<file path="src/rtl/pixel_filter_pkg.sv">
// Shared types and Q0.8 coefficients for the pixel filter engine.
package pixel_filter_pkg;

  typedef enum logic [1:0] {
    MODE_PASS   = 2'd0,
    MODE_GRAY   = 2'd1,
    MODE_SEPIA  = 2'd2,
    MODE_INVERT = 2'd3
  } mode_e;

  typedef enum logic [1:0] {
    ST_IDLE  = 2'd0,
    ST_RUN   = 2'd1,
    ST_DRAIN = 2'd2
  } state_e;

  localparam int unsigned FRAC_W   = 8;
  localparam int unsigned NUM_COEF = 12;

  localparam int unsigned C_SEP_RR = 101;
  localparam int unsigned C_SEP_RG = 197;
  localparam int unsigned C_SEP_RB = 48;
  localparam int unsigned C_SEP_GR = 89;
  localparam int unsigned C_SEP_GG = 176;
  localparam int unsigned C_SEP_GB = 43;
  localparam int unsigned C_SEP_BR = 70;
  localparam int unsigned C_SEP_BG = 137;
  localparam int unsigned C_SEP_BB = 34;
  localparam int unsigned C_GRAY_R = 77;
  localparam int unsigned C_GRAY_G = 150;
  localparam int unsigned C_GRAY_B = 29;

  // Grouped by output term; each group of three multiplies R, G, B in order.
  localparam int unsigned COEF_TAB [NUM_COEF] = '{
    C_SEP_RR, C_SEP_RG, C_SEP_RB,
    C_SEP_GR, C_SEP_GG, C_SEP_GB,
    C_SEP_BR, C_SEP_BG, C_SEP_BB,
    C_GRAY_R, C_GRAY_G, C_GRAY_B
  };

endpackage

</file>
<file path="src/rtl/pixel_filter_math.sv">
// Pipeline stages S2 (products) and S3 (sum, shift, saturate, mode select).
module pixel_filter_math
  import pixel_filter_pkg::*;
#(
  parameter int unsigned DATA_W = 8,
  parameter int unsigned COEF_W = 9
) (
  input  logic              clk,
  input  logic              reset,
  input  logic              i_en,
  input  logic              i_s2_vld,
  input  mode_e             i_mode,
  input  logic [DATA_W-1:0] i_r,
  input  logic [DATA_W-1:0] i_g,
  input  logic [DATA_W-1:0] i_b,
  output logic [DATA_W-1:0] o_r,
  output logic [DATA_W-1:0] o_g,
  output logic [DATA_W-1:0] o_b
);

  localparam int unsigned PROD_W = DATA_W + COEF_W;
  localparam int unsigned SUM_W  = PROD_W + 2;
  localparam logic [SUM_W-1:0] SAT_MAX = SUM_W'((2 ** DATA_W) - 1);

  logic [PROD_W-1:0] w_prod [NUM_COEF];
  logic [PROD_W-1:0] r_prod [NUM_COEF];
  logic [DATA_W-1:0] r_r2, r_g2, r_b2;
  logic [SUM_W-1:0]  w_sum [4];
  logic [DATA_W-1:0] w_r, w_g, w_b;

  function automatic logic [DATA_W-1:0] sat(input logic [SUM_W-1:0] s);
    logic [SUM_W-1:0] q;
    q = s >> FRAC_W;
    if (q > SAT_MAX) return '1;
    return DATA_W'(q);
  endfunction

  // Full-width products of every coefficient against its channel.
  always_comb begin
    for (int i = 0; i < int'(NUM_COEF); i++) begin
      case (i % 3)
        0:       w_prod[i] = PROD_W'(i_r) * PROD_W'(COEF_TAB[i]);
        1:       w_prod[i] = PROD_W'(i_g) * PROD_W'(COEF_TAB[i]);
        default: w_prod[i] = PROD_W'(i_b) * PROD_W'(COEF_TAB[i]);
      endcase
    end
  end

  always_ff @(posedge clk or posedge reset) begin
    if (reset) begin
      for (int i = 0; i < int'(NUM_COEF); i++) r_prod[i] <= '0;
      r_r2 <= '0;
      r_g2 <= '0;
      r_b2 <= '0;
    end else if (i_en) begin
      for (int i = 0; i < int'(NUM_COEF); i++) r_prod[i] <= w_prod[i];
      r_r2 <= i_r;
      r_g2 <= i_g;
      r_b2 <= i_b;
    end
  end

  always_comb begin
    for (int k = 0; k < 4; k++) begin
      w_sum[k] = SUM_W'(r_prod[3*k]) + SUM_W'(r_prod[3*k+1]) + SUM_W'(r_prod[3*k+2]);
    end
  end

  always_comb begin
    w_r = r_r2;
    w_g = r_g2;
    w_b = r_b2;
    unique case (i_mode)
      MODE_PASS: ;
      MODE_GRAY: begin
        w_r = sat(w_sum[3]);
        w_g = sat(w_sum[3]);
        w_b = sat(w_sum[3]);
      end
      MODE_SEPIA: begin
        w_r = sat(w_sum[0]);
        w_g = sat(w_sum[1]);
        w_b = sat(w_sum[2]);
      end
      MODE_INVERT: begin
        w_r = ~r_r2;
        w_g = ~r_g2;
        w_b = ~r_b2;
      end
    endcase
  end

  // Output registers only move when a valid pixel advances into them.
  always_ff @(posedge clk or posedge reset) begin
    if (reset) begin
      o_r <= '0;
      o_g <= '0;
      o_b <= '0;
    end else if (i_en && i_s2_vld) begin
      o_r <= w_r;
      o_g <= w_g;
      o_b <= w_b;
    end
  end

endmodule

</file>
<file path="src/rtl/pixel_filter_engine.sv">
// Frame sequencer: reads NUM_PIXELS RGB pixels, filters them and streams them
// out on a valid/ready interface with an address tag and a done pulse.
module pixel_filter_engine
  import pixel_filter_pkg::*;
#(
  parameter int unsigned DATA_W     = 8,
  parameter int unsigned ADDR_W     = 9,
  parameter int unsigned NUM_PIXELS = 256,
  parameter int unsigned COEF_W     = 9
) (
  input  logic              clk,
  input  logic              reset,
  input  logic              start,
  input  logic [1:0]        mode,
  output logic              mem_en,
  output logic [ADDR_W-1:0] mem_addr,
  input  logic [DATA_W-1:0] mem_r,
  input  logic [DATA_W-1:0] mem_g,
  input  logic [DATA_W-1:0] mem_b,
  output logic              out_valid,
  input  logic              out_ready,
  output logic [DATA_W-1:0] out_r,
  output logic [DATA_W-1:0] out_g,
  output logic [DATA_W-1:0] out_b,
  output logic [ADDR_W-1:0] out_addr,
  output logic              busy,
  output logic              done
);

  localparam logic [ADDR_W-1:0] LAST_ADDR = ADDR_W'(NUM_PIXELS - 1);

  state_e            r_state;
  mode_e             r_mode;
  logic              r_issue;
  logic              r_busy;
  logic [ADDR_W-1:0] r_addr;
  logic              r_s1_vld, r_s2_vld, r_out_valid;
  logic [ADDR_W-1:0] r_s1_addr, r_s2_addr, r_out_addr;

  logic w_stall, w_adv, w_done, w_mem_en;

  // A held output freezes the whole pipe, including the memory read.
  assign w_stall  = r_out_valid & ~out_ready;
  assign w_adv    = ~w_stall;
  assign w_mem_en = r_issue & w_adv;
  assign w_done   = r_out_valid & out_ready & (r_out_addr == LAST_ADDR);

  assign mem_en    = w_mem_en;
  assign mem_addr  = r_addr;
  assign out_valid = r_out_valid;
  assign out_addr  = r_out_addr;
  assign busy      = r_busy;
  assign done      = w_done;

  always_ff @(posedge clk or posedge reset) begin
    if (reset) begin
      r_state <= ST_IDLE;
      r_mode  <= MODE_PASS;
      r_issue <= 1'b0;
      r_busy  <= 1'b0;
      r_addr  <= '0;
    end else begin
      case (r_state)
        ST_IDLE: begin
          if (start) begin
            r_mode  <= mode_e'(mode);
            r_state <= ST_RUN;
            r_busy  <= 1'b1;
            r_issue <= 1'b1;
            r_addr  <= '0;
          end
        end
        ST_RUN: begin
          if (w_adv) begin
            if (r_addr == LAST_ADDR) begin
              r_issue <= 1'b0;
              r_state <= ST_DRAIN;
            end else begin
              r_addr <= r_addr + ADDR_W'(1);
            end
          end
        end
        ST_DRAIN: begin
          if (w_done) begin
            r_state <= ST_IDLE;
            r_busy  <= 1'b0;
          end
        end
        default: r_state <= ST_IDLE;
      endcase
    end
  end

  // Valid and address tag travel alongside the datapath stages.
  always_ff @(posedge clk or posedge reset) begin
    if (reset) begin
      r_s1_vld    <= 1'b0;
      r_s2_vld    <= 1'b0;
      r_out_valid <= 1'b0;
      r_s1_addr   <= '0;
      r_s2_addr   <= '0;
      r_out_addr  <= '0;
    end else if (w_adv) begin
      r_s1_vld    <= r_issue;
      r_s1_addr   <= r_addr;
      r_s2_vld    <= r_s1_vld;
      r_s2_addr   <= r_s1_addr;
      r_out_valid <= r_s2_vld;
      if (r_s2_vld) r_out_addr <= r_s2_addr;
    end
  end

  pixel_filter_math #(
    .DATA_W (DATA_W),
    .COEF_W (COEF_W)
  ) u_math (
    .clk      (clk),
    .reset    (reset),
    .i_en     (w_adv),
    .i_s2_vld (r_s2_vld),
    .i_mode   (r_mode),
    .i_r      (mem_r),
    .i_g      (mem_g),
    .i_b      (mem_b),
    .o_r      (out_r),
    .o_g      (out_g),
    .o_b      (out_b)
  );

endmodule
</file>
<file path="config.mk">
export PLATFORM = sky130hd
export DESIGN_NAME = pixel_filter_engine
export DESIGN_NICKNAME = d
export VERILOG_FILES = /design/src/rtl/pixel_filter_pkg.sv /design/src/rtl/pixel_filter_math.sv /design/src/rtl/pixel_filter_engine.sv
export SDC_FILE = /design/constraint.sdc
export NUM_CORES = 1
export LEC_CHECK = 0
export ABC_CLOCK_PERIOD_IN_PS = 5600
export BUFFER_PORTS_ARGS = -buffer_cell sky130_fd_sc_hd__buf_2
export CAP_MARGIN = 20
export CORE_ASPECT_RATIO = 0.7
export CORE_MARGIN = 2
export CORE_UTILIZATION = 55
export DETAILED_ROUTE_END_ITERATION = 16
export HOLD_SLACK_MARGIN = 0.12
export MAX_ROUTING_LAYER = met4
export PLACE_DENSITY = 0.72
export RECOVER_POWER = 100
export SYNTH_ARGS = -nofsm -noshare
export SYNTH_HDL_FRONTEND = slang
export SYNTH_HIERARCHICAL = 1
export SYNTH_SLANG_ARGS = --single-unit
</file>
<file path="constraint.sdc">
create_clock -name clk -period 5.6 [get_ports clk]
set_input_delay 0.28 -clock clk [delete_from_list [all_inputs] [get_ports clk]]
set_output_delay 0.28 -clock clk [all_outputs]
set_load 0.02 [all_outputs]
</file>
# After elaboration in Yosys (flattened, before gate mapping)
# Cells that the tools add are included.
[totals] ff_bits=261 output_inout_bits=46 in_bits=30 elab_cells=119
[classes] magnitude_cmp=4 n_bitwise=9 n_addsub=9 mux=34 mul=12 n_eq_ne=12 n_reduce_logical=10
[op_table] cell="$pmux 8 s3" n=3
[op_table] cell="$add 15x16->17" n=4
[op_table] cell="$mux 8" n=8
[op_table] cell="$mul 8x7->15 const B" n=4
[op_table] cell="$add 19x14->19" n=3
[op_table] cell="$gt 11x8->1 const B" n=4
[op_table] cell="$mul 8x8->16 const B" n=2
[op_table] cell="$mul 8x6->14 const B" n=2
[op_table] cell="$mux 9" n=3
[op_table] cell="$mul 8x5->13 const B" n=2
[op_table] cell="$not 8->8" n=3
[op_table] cell="$add 19x13->19" n=1
[op_table] cell="$eq 9x8->1 const B" n=2
[op_table] cell="$pmux 9 s2" n=1
[op_table] cell="$mul 8x4->12 const B" n=1
[op_table] cell="$mux 1" n=12
[op_table] cell="$reduce_and 4->1" n=3
[op_table] cell="$mul 8x2->10 const B" n=1
[op_table] cell="$ne 2x2->1 const B" n=5
[op_table] cell="$add 9x1->9 const B" n=1
[op_table] cell="$mux 2" n=4
[op_table] cell="$eq 2x2->1 const B" n=3
[op_table] cell="$pmux 2 s3" n=1
[op_table] cell="$and 1x1->1" n=4
[op_table] cell="8 further kinds" n=13

# Logic depth before layout (Yosys ltp)
# Gate-level depths: netlist (run 1).
[logic_depth] depth_word=7 depth_mapped=16 ltp_nobuf=16

# Cells and area by module
# The synthesis (run 1) kept the hierarchy.
[by_module_without_submodules] mod="pixel_filter_math" area_per_inst_um2=18572.8 cells_each=1854 seq_area_each_um2=4654.5 instances=1
[by_module_without_submodules] mod="pixel_filter_engine" area_per_inst_um2=1946.9 cells_each=192 seq_area_each_um2=1126.1 instances=1

# Least setup slack after synthesis (run 1)
# OpenSTA, ideal clock, no wires.
[synth_path] path_kind="input to register" startpoint="input mem_g[4]" endpoint="register u_math/r_prod[31] (netlist bit)" slack_ps=2013 required_time_ps=5463 t_arrival_ps=3451 stages=14 setup_ps=137 n_path_buf=0 cell_sequence="ha_1 ha_1 inv_1 fa_1 fa_1 inv_1 ha_1 or3_1 o21ai_0 nor3_2 a2111oi_4 o2bb2ai_1 xor2_1 a21oi_1"
[synth_between] elab_chain_cells=1
[synth_lines] item="start, declared" line_no="pixel_filter_engine.sv:18" text="input logic [DATA_W-1:0] mem_g,"
[synth_lines] item="$mul 8x7->15" line_no="pixel_filter_math.sv:43" text="1: w_prod[i] = PROD_W'(i_g) * PROD_W'(COEF_TAB[i]);"
[synth_lines] item="end, declared" line_no="pixel_filter_math.sv:26" text="logic [PROD_W-1:0] r_prod [NUM_COEF];"
# Every way passes these cells.
# A chain may end at the register's enable or synchronous reset.

# Final worst setup path (run 1)
[layout_path] startpoint="register r_out_valid (netlist: out_valid)" endpoint="register u_math.o_g[5]"
[layout_between] elab_chain_cells=3
[layout_lines] item="start, declared" line_no="pixel_filter_engine.sv:37" text="logic r_s1_vld, r_s2_vld, r_out_valid;"
[layout_lines] item="start signal, assigned" line_no="pixel_filter_engine.sv:108" text="r_out_valid <= r_s2_vld;"
[layout_lines] item="$and 1x1->1" line_no="pixel_filter_engine.sv:43" text="assign w_stall = r_out_valid & ~out_ready;"
[layout_lines] item="$not 1->1 (no line)"
[layout_lines] item="$logic_and 1x1->1" line_no="pixel_filter_math.sv:99" text="end else if (i_en && i_s2_vld) begin"
[layout_lines] item="end signal, assigned" line_no="pixel_filter_math.sv:101" text="o_g <= w_g;"
[layout_lines] item="end, declared" line_no="pixel_filter_math.sv:17" text="output logic [DATA_W-1:0] o_g,"
# Every way passes these cells.

==> summary.md, run 1 <==
| Metric | Value |
|---|---|
| Setup crit end kind | `register` |
| Final Hold Vio Count | `0` |
| Sequential share of the synthesized area | `0.2817` |
| Antenna viol nets, final | `0` |
| Worst R2R End | `u_math/o_g[5]` |
| R2R setup slack | `1300 ps` |
| Post-synth EDFFs | `0` |
| Io pins | `76` |
| Routed len/inst | `20.69 um` |
| HPWL after detailed placement | `43.11 mm` |
| # Max-Cap Violations | `3` |
| Std cell rows | `just under 60` |
| RSZ-0062 raised after global routing | `no` |
| Maximum root-to-sink buffer count | `3` |
| DRC | `0` |
| H-Tree Depth | `1` |
| Clk_lat worst skew | `550 ps` |
| WS Path Type | `register to register` |
| Worst Hold Path Cells | `2` |
| Number of global-route vias before repair | `15080` |
| Final worst slack | `approximately 1300 ps` |
| Post-synthesis cell count | `2046` |
| Top-area cell type share of the netlist area | `0.2817` |
| Yosys cell types | `between 70 and 80` |
| Share of layout cells above drive strength 1 | `0.09677` |
| First-pass DRT Iterations | `7` |
| Predominant post-synthesis flop cell | `dfrtp_1` |
| Synth Net Count | `roughly 2500` |
| Hold_ws | `149.7 ps` |
| Worst-case clock skew | `23.20 ps` |
| Max Transition Viols Final | `between 200 and 250` |
| Clock slew at reported path FFs | `60 ps` |
| Initial drt markers | `1151` |
| Non-Filler Instances | `roughly 2600` |
| Final min period | `between 4000 and 5000 ps` |
| Area of placed instances | `21410 um2` |
| Die height | `165.6 um` |
| Area grow syn2layout | `8.159%` |
| HP Class | `input port to register` |
| Commonest non-fill, non-tap cell in the layout | `ha_1` |
| GPL Wtd Cong | `0.9803` |
| TritonCTS Buffers | `26` |
| Final Cell Area | `22190 um2` |
| Leak | `11.14 nW` |
| N_diodes | `0` |
| Pin count of the biggest net entering global routing | `173` |
| Crit path DAT | `4760 ps` |
| Vias | `between 15000 and 20000` |
| CTS tree | `done` |
| Initial core utilization | `0.5548` |
| Failing checks | `max-capacitance violations, max-slew violations` |
| Final nets | `2621` |
| Fin crit share | `0.7686` |
| Aggregate global-route resource usage | `0.2907` |
| Multi-input logic area | `13400 um2` |
| Cell depth of the worst flop-to-flop path | `8` |
| Critical path required time | `6050 ps` |
| Status | `finished with violations` |
| Post-Syn Area | `20520 um2` |
| Reg area | `5781 um2` |
| Least-Margin Pin Slew | `2695 ps` |
| Die area | `between 30000 and 40000 um2` |
| Clock Sinks | `~230` |
| Buffers on Ports | `75` |
| Total gr overflow | `0` |
| Cell count after placement | `2574` |
| FFs w/ async S/R, synth | `1.000` |
| Power Total | `12.37 mW` |
| Most frequent cells in the layout | `ha_1 (362), inv_1 (294), dfrtp_1 (231)` |
| PwrDens | `557.5 nW/um2` |
| Slew headroom | `-0.7965` |
| Hold Path Sink | `u_math/r_prod[62]` |
| Yosys warning count | `6` |
| Root Driver | `clkbuf_16` |
| Fin util | `0.6001` |
| Register bit count reported by yosys | `231` |
| Min-delay src | `mem_b[6]` |
| DP Worst Slack | `1454 ps` |
| Worst setup startpoint | `out_valid` |
| Finish-stage setup viols | `0` |
| Cell accounting for the most synthesized area | `dfrtp_1` |
| DR vias/cell | `5.861` |
| Synthesized area per cell | `10.03 um2` |
| Fillcell total | `3110` |
| Reg-to-Reg Start | `out_valid` |
| Die X-Extent | `234.9 um` |
| Max Clk Rate | `around 230 MHz` |
| Routed WL | `~54 mm` |
| CP Max Fanout | `between 50 and 60` |
| CP Launch Type | `register` |
| Global-route wire length before repair | `approximately 86 mm` |
| Setup Total Neg Slack | `0 ps` |
| Antenna violations before repair | `0` |
| Core ar. | `36980 um2` |
| # Post-CTS Setup Buffers | `0` |
| Main area contributors after synthesis | `dfrtp_1 (28%), ha_1 (22%), fa_1 (10%)` |
| Peak VDD IR | `between 300 and 400 uV` |
[how the worst max path moves through the flow]
| stage | to | slack (ps) | depth (start not counted) |
|---|---|---|---|
| after global placement | u_math/r_prod[31] | 1540 | 15 |
| final | u_math/o_g[5] | 1300 | 8 |
| after global routing | u_math/r_prod[150] | 810 | 7 |
| after detailed placement | u_math/r_prod[31] | 1450 | 15 |
| after CTS | u_math/r_prod[201] | 1700 | 17 |
| after floorplan | u_math/o_b[0] | 260 | 1 |
[synthesized netlist by cell type, types with 7 or more instances]
| library cell | number |
|---|---|
| xnor2_1 | 86 |
| nand3_1 | 19 |
| nor3_1 | 44 |
| nand2_1 | 123 |
| o21bai_1 | 24 |
| o21ai_0 | 73 |
| buf_1 | 7 |
| xor2_1 | 20 |
| a21o_1 | 39 |
| nor2b_1 | 14 |
| inv_1 | 296 |
| o22ai_1 | 15 |
| o211ai_1 | 8 |
| a211oi_1 | 10 |
| a31oi_1 | 14 |
| ha_1 | 362 |
| mux2_2 | 107 |
| fa_1 | 107 |
| nor2_1 | 99 |
| a211o_1 | 9 |
| clkbuf_1 | 33 |
| mux2i_1 | 9 |
| o31ai_1 | 14 |
| o21a_1 | 23 |
| or3_1 | 16 |
| dfrtp_1 | 231 |
| nand4_1 | 9 |
| a21oi_1 | 122 |
[worst max-delay path, stage by stage, from the launching register on]
cell,delay (ps)
dfrtp_1,360
nor2b_1,210
clkinvlp_2,1630
and2_0,650
buf_4,240
nand3_1,490
o22ai_1,220
a211o_1,260
o22ai_1,130
[flip-flops by register name, indices dropped and copies added (netlist names)]
name,flops
out_addr,9
mem_addr,9
out_valid,1
r_s1_vld,1
r_state,2
u_math/r_prod,138
busy,1
u_math/r_r2,8
r_s2_addr,9
u_math/o_b,8
u_math/o_g,8
r_s2_vld,1
u_math/o_r,8
u_math/r_b2,8
r_mode,2
r_issue,1
r_s1_addr,9
u_math/r_g2,8
[cell type report]
type / instances / area share
Multi-Input combinational cell: 1474 / 0.6038
Clock buffer: 35 / 0.03264
Sequential cell: 231 / 0.2605
Timing Repair Buffer: 92 / 0.02097
Tap cell: 488 / 0.02751
Inverter: 297 / 0.05046
Clock inverter: 10 / 0.004115
[routing by layer]
metal  GRT usage  vias up  wire, um
met5           -        -         0
met4     0.05779        0      1096
met3     0.06833       54      5155
met2      0.3980      523     21960
met1      0.4368     7574     26140
li1            -     7246         -
[cells by family (layout without fill, tap and decap cells)]
family,count (synthesis),after routing,share of synthesized area
and+or+nand+nor,362,362,0.08152
adders and majority gates,469,469,0.3251
buffers and inverters,341,434,0.06378
DFF,231,231,0.2817
muxes,117,117,0.06384
xor gates and xnor gates,106,106,0.04524
AOI/OAI and AO/OA,420,420,0.1388
[repair_timing]
action | in CTS | in global routing
hold buffers | 8 | 0
hold endpoints to repair | 150 | 0
gates resized for setup | 0 | 0
[power by group]
part	total (mW)	internal [mW]	leakage (nW)	switching, mW
Sequential	3.08	2.30	2.76	0.786
Clock	1.65	0.951	0.400	0.703
Combinational	7.64	3.26	7.99	4.38
Note: power is estimated with default switching activity, not from simulation.
==> inputs of run 2 (changes only) <==
--- a/config.mk
+++ b/config.mk
@@ -5,7 +5,7 @@
 export SDC_FILE = /design/constraint.sdc
 export NUM_CORES = 1
 export LEC_CHECK = 0
-export ABC_CLOCK_PERIOD_IN_PS = 5600
+export ABC_CLOCK_PERIOD_IN_PS = 3950
 export BUFFER_PORTS_ARGS = -buffer_cell sky130_fd_sc_hd__buf_2
 export CAP_MARGIN = 20
 export CORE_ASPECT_RATIO = 0.7
==> constraint.sdc (replaced) <==
create_clock -name clk -period 3.95 [get_ports clk]
set_input_delay 0.1975 -clock clk [delete_from_list [all_inputs] [get_ports clk]]
set_output_delay 0.1975 -clock clk [all_outputs]
set_load 0.02 [all_outputs]
==> run 2 against run 1 <==
The run still ends with max-capacitance violations, max-slew violations left. First-iteration DRC count grew 11%. Sequential power rose by 42%. Total power up 42%. Clock power up 44%. Clock skew decreased by 3.5 ps. Critical path type unchanged.
==> summary.md, run 2 (synthesis results as in run 1) <==
| Metric | Value |
|---|---|
| Status | `finished with violations` |
| Failing checks | `max-capacitance violations, max-slew violations` |
| Clk_lat worst skew | `530 ps` |
| Fillcell total | `between 3000 and 4000` |
| Global-route wire length before repair | `between 80 and 90 mm` |
| Die height | `165.6 um` |
| Final Hold Vio Count | `0` |
| Critical path required time | `between 4000 and 5000 ps` |
| Sequential group share of total power | `0.248` |
| Cell family with most CP delay | `compound AO/OA/AOI/OAI gates` |
| Critical Path Slowest Stage Cell | `a2111oi_1` |
| PwrDens | `783.8 nW/um2` |
| TritonCTS Buffers | `25` |
| Share of layout cells above drive strength 1 | `0.1045` |
| # Max-Cap Violations | `4` |
| Number of flip-flops in the largest register | `138` |
| Least-Margin Pin Slew | `3080 ps` |
| Commonest non-fill, non-tap cell in the layout | `ha_1` |
| Antenna viol nets, final | `0` |
| H-Tree Depth | `1` |
| Vias | `15680` |
| Max Transition Viols Final | `305` |
| Number of global-route vias before repair | `15750` |
| Std cell rows | `59` |
| Total gr overflow | `0` |
| Root Driver | `clkbuf_16` |
| Worst-case clock skew | `19.68 ps` |
| Initial drt markers | `1275` |
| Die X-Extent | `about 230 um` |
| Pin count of the biggest net entering global routing | `~120` |
| Slowest Stage Delay on Critical Path | `790 ps` |
| Area grow syn2layout | `9.262%` |
| Clock Sinks | `231` |
| Crit path top cell by count | `a211o_1` |
| Hold_ws | `roughly 150 ps` |
| Die area | `around 40000 um2` |
| Fin crit share | `0.9783` |
| CTS tree | `done` |
| Worst-path cell chain | `fa_1, ha_1, a211o_1, a211o_1, o221a_4, a2111oi_1, a21oi_1, nor2_1, o22ai_1` |
| Fin util | `0.6062` |
| DRC | `0` |
| First-pass DRT Iterations | `5` |
| WP buf/inv | `0` |
| Antenna violations before repair | `1` |
| Io pins | `between 70 and 80` |
| Final min period | `3864 ps` |
| Leak | `11.28 nW` |
| HP Class | `input port to register` |
| Clock slew at reported path FFs | `approximately 60 ps` |
| Initial core utilization | `0.5548` |
| Buffers on Ports | `75` |
| Routed len/inst | `21.00 um` |
| GPL Wtd Cong | `0.9615` |
| Peak VDD IR | `between 400 and 500 uV` |
| Core ar. | `36980 um2` |
| Max Clk Rate | `258.8 MHz` |
| RSZ-0062 raised after global routing | `no` |
| Int Power | `9.294 mW` |
| Aggregate global-route resource usage | `0.2960` |
| Combinational power share | `0.617` |
| Slew headroom | `-1.053` |
| DR vias/cell | `5.913` |
| Most flops, register | `u_math/r_prod` |
| WS Path Type | `register to register` |
| CP Max Fanout | `6` |
| Setup Total Neg Slack | `0 ps` |
| Maximum root-to-sink buffer count | `3` |
| Finish-stage setup viols | `0` |
| Power share of the clock group | `0.136` |
| HPWL after detailed placement | `roughly 44 mm` |
| Routed WL | `55.70 mm` |
| Sw Ratio | `0.4711` |
| Setup crit end kind | `register` |
| Most frequent cells in the layout | `ha_1 (361), inv_1 (295), dfrtp_1 (231)` |
| Crit path DAT | `4260 ps` |
| Final nets | `2646` |
| P_sw | `just over 8 mW` |
| CP Launch Type | `register` |
## run 2: per-layer routing
| metal | global-route usage | vias to the layer above | part of all wire |
|---|---|---|---|
| met5 | - | - | 0 |
| met4 | 0.07017 | 0 | 0.025 |
| met3 | 0.08383 | 84 | 0.10 |
| met2 | 0.4070 | 540 | 0.40 |
| met1 | 0.4291 | 7741 | 0.47 |
| li1 | - | 7317 | - |
## run 2: power groups by stage
stage	registers (mW)	logic (mW)	clock network, mW
4_1_cts	4.29	10.8	2.41
5_1_grt	4.44	12.0	2.51
3_5_place_dp	4.32	10.6	0
3_3_place_gp	4.29	10.3	0
6_report	4.36	10.8	2.38
2_1_floorplan	4.03	7.84	0
## run 2: tightest hold or removal path, delay by kind of cell
kind	cells	cell delay [ps]
compound gates	1	60
simple gates	1	60
buf+inv	2	310
## run 2: path summary, 6_finish.rpt
kind	start	to	slack, ps	depth (start not counted)
min	mem_g[0]	u_math/r_g2[0]	150	4
min in group asynchronous	reset	u_math/r_prod[8]	840	4
max reg2reg	u_math/r_prod[5]	u_math/o_g[5]	90	9
max	u_math/r_prod[5]	u_math/o_g[5]	90	9
max in group asynchronous	reset	u_math/r_prod[24]	690	4
min reg2reg	r_s1_addr[3]	r_s2_addr[3]	470	2
## run 2: layout make-up
type                            count  area (um2)  share of cell area
Multi-Input combinational cell   1474       13410              0.5982
Timing Repair Buffer              118       655.6             0.02924
Tap cell                          488       610.6             0.02723
Sequential cell                   231        5781              0.2578
Clock inverter                     11       130.1            0.005804
Antenna cell                        1       2.502           0.0001116
Inverter                          297        1126             0.05023
Clock buffer                       32       701.9             0.03131
## run 2: per-stage QoR
stage	cells	area (um2)	power (mW)	setup slack [ps]
3_5_place_dp	2592	21540	14.96	94.02
3_3_place_gp	2592	21540	14.62	178.4
5_1_grt	2652	22420	18.94	0.6493
6_report	2652	22420	17.57	85.73
4_1_cts	2650	22520	17.47	81.18
2_1_floorplan	2046	20520	11.87	445.0
## run 2: timing repair
item	in CTS	in global routing
hold endpoints to repair	243	0
setup buffers	0	1
gates resized for setup	0	7
hold buffers	15	0
setup endpoints to repair	0	7
==> inputs of run 3 (changes only) <==
--- a/config.mk
+++ b/config.mk
@@ -10,12 +10,13 @@
 export CAP_MARGIN = 20
 export CORE_ASPECT_RATIO = 0.7
 export CORE_MARGIN = 2
-export CORE_UTILIZATION = 55
+export CORE_UTILIZATION = 25
 export DETAILED_ROUTE_END_ITERATION = 16
 export HOLD_SLACK_MARGIN = 0.12
 export MAX_ROUTING_LAYER = met4
-export PLACE_DENSITY = 0.72
+export PLACE_DENSITY = 0.37
 export RECOVER_POWER = 100
+export SETUP_SLACK_MARGIN = 0.1
 export SYNTH_ARGS = -nofsm -noshare
 export SYNTH_HDL_FRONTEND = slang
 export SYNTH_HIERARCHICAL = 1
==> run 3 against run 2 <==
The run still ends with max-capacitance violations, max-slew violations left. Routed wire length rose by 20%. Clock skew rose by 20 ps. First-iteration DRC count fell by 30%. Register-to-register slack improved by 120 ps. Die area rose by 120%. Critical path depth rose by 1. Critical path type unchanged. Largest power group unchanged. Highest routed layer unchanged.
==> summary.md, run 3 (synthesis results as in run 1) <==
| Metric | Value |
|---|---|
| Status | `finished with violations` |
| Failing checks | `max-capacitance violations, max-slew violations` |
| Hold Path Sink | `u_math/r_g2[4]` |
| Die height | `243.7 um` |
| # Max-Cap Violations | `4` |
| WS Path Type | `register to register` |
| Reg-to-Reg Start | `u_math/r_prod[103]` |
| First-pass DRT Iterations | `5` |
| Io pins | `76` |
| Crit path depth | `10` |
| Antenna violations before repair | `2` |
| # Post-CTS Setup Buffers | `0` |
| Slew headroom | `-0.6815` |
| Global-route wire length before repair | `about 100 mm` |
| HP Class | `input port to register` |
| Share of layout cells above drive strength 1 | `0.1144` |
| Maximum root-to-sink buffer count | `3` |
| PwrDens | `786.5 nW/um2` |
| Worst-path cell chain | `fa_1, ha_1, a211oi_1, nor2_1, o41ai_4, o211ai_1, a21o_1, or2_2, o21ai_0, a21oi_1` |
| Commonest non-fill, non-tap cell in the layout | `ha_1` |
| Worst Hold Path Cells | `3` |
| R2R setup slack | `200 ps` |
| Finish-stage setup viols | `0` |
| GPL Wtd Cong | `0.8523` |
| Critical path required time | `4380 ps` |
| Cell family with most CP delay | `compound AO/OA/AOI/OAI gates` |
| CP Launch Type | `register` |
| Most flops, register | `u_math/r_prod` |
| Std cell rows | `87` |
| Initial drt markers | `894` |
| HPWL after detailed placement | `53.93 mm` |
| CTS tree | `done` |
| DRC | `0` |
| Number of flip-flops in the largest register | `138` |
| Hold_ws | `153.8 ps` |
| H-Tree Depth | `1` |
| Crit path DAT | `4180 ps` |
| Clk_lat worst skew | `590 ps` |
| WP buf/inv | `0` |
| Peak VDD IR | `404.1 uV` |
| Cell depth of the worst flop-to-flop path | `10` |
| Pin count of the biggest net entering global routing | `139` |
| Leak | `between 10 and 15 nW` |
| Critical Path Slowest Stage Cell | `fa_1` |
| TritonCTS Buffers | `30` |
| Final Hold Vio Count | `0` |
| Total gr overflow | `0` |
| Clock slew at reported path FFs | `about 60 ps` |
| Setup crit end kind | `register` |
| Final nets | `2671` |
| Setup Total Neg Slack | `0 ps` |
| Die X-Extent | `346.4 um` |
| Antenna viol nets, final | `0` |
| Fin crit share | `0.9482` |
| Final min period | `3745 ps` |
| Core ar. | `approximately 81000 um2` |
| Worst R2R End | `u_math/o_r[6]` |
| Most frequent cells in the layout | `ha_1 (360), inv_1 (294), dfrtp_1 (230)` |
| Initial core utilization | `0.2537` |
| Worst-case clock skew | `40.13 ps` |
| Buffers on Ports | `75` |
| Clock Sinks | `231` |
| Reg area | `about 5800 um2` |
| CP Max Fanout | `5` |
| Max Transition Viols Final | `174` |
| Routed WL | `66.99 mm` |
| Root Driver | `clkbuf_16` |
| Number of global-route vias before repair | `15440` |
| Min-delay src | `mem_g[4]` |
| Slowest Stage Delay on Critical Path | `~550 ps` |
| Routed len/inst | `20.51 um` |
| Area grow syn2layout | `14.83%` |
| Vias | `between 15000 and 20000` |
| Multi-input logic area | `13410 um2` |
| Least-Margin Pin Slew | `2522 ps` |
| RSZ-0062 raised after global routing | `yes` |
| Max Clk Rate | `267.0 MHz` |
| Aggregate global-route resource usage | `0.1650` |
| Die area | `84420 um2` |
| DR vias/cell | `4.620` |
| Fillcell total | `about 8500` |
==> run 3: changes by cell type in the layout (fill, tap and decap cells not counted), sizes merged <==
cell,change
buf,+9
bufinv,+3
clkbuf,+14
clkinvlp,+1
diode,+2
dlygate4sd3,+6
inv,-1
==> run 3: worst max path at each step <==
stage / start / slack, ps / endpoint
after floorplan: mem_g[4] / 450 / u_math/r_prod[31]
after global placement: mem_r[1] / 30 / u_math/r_prod[198]
after detailed placement: mem_r[1] / 30 / u_math/r_prod[198]
after CTS: mem_r[2] / 110 / u_math/r_prod[198]
after global routing: mem_r[2] / 20 / u_math/r_prod[201]
final: u_math/r_prod[103] / 200 / u_math/o_r[6]
==> run 3: worst register-to-register path, delay by kind of cell, from the launching register on <==
family | cells | cell delay, ps
and+or+nand+nor | 2 | 450
DFF | 1 | 540
adders and majority gates | 2 | 890
AOI/OAI and AO/OA | 6 | 1690
==> run 3: layer usage <==
metal | routed length [um] | up-vias | global-route usage
met2 | 25780 | 254 | 0.2196
met1 | 36870 | 7400 | 0.2575
met5 | 0 | - | -
met3 | 3284 | 53 | 0.02863
li1 | - | 7383 | -
met4 | 1051 | 0 | 0.02569
==> run 3: final cells by class <==
class / count / area share
clock buffer: 41 / 0.03659
multi-input combinational: 1474 / 0.5691
timing repair buffer: 138 / 0.03526
inverter: 297 / 0.04768
sequential: 231 / 0.2454
tap: 1068 / 0.05671
clock inverter: 14 / 0.008974
antenna: 3 / 0.0003186
==> run 3: metrics by stage <==
step / std cells / instance area, um2 / power, mW / setup slack (ps) / util
6_report: 3266 / 23560 / 18.53 / 204.6 / 0.2913
5_1_grt: 3263 / 23560 / 20.17 / 16.84 / 0.2912
4_1_cts: 3263 / 23700 / 18.86 / 108.8 / 0.2930
3_5_place_dp: 3187 / 22400 / 15.62 / 34.27 / 0.2770
2_1_floorplan: 2046 / 20520 / 11.87 / 445.0 / -
3_3_place_gp: 3187 / 22400 / 15.58 / 25.84 / 0.2770
==> run 3: repair_timing <==
action                                 CTS  global route
hold buffers                            21             0
gates resized for setup                  1            17
pin swaps                                0             2
setup endpoints to repair                1            14
endpoints found under the hold margin   99             0
cloned                                   0             0
==> run 3: power breakdown <==
group / switching [mW] / total, mW / internal, mW
registers: 1.18 / 4.44 / 3.26
logic: 6.47 / 11.1 / 4.64
clock network: 1.14 / 2.98 / 1.84
total: 8.79 / 18.5 / 9.74
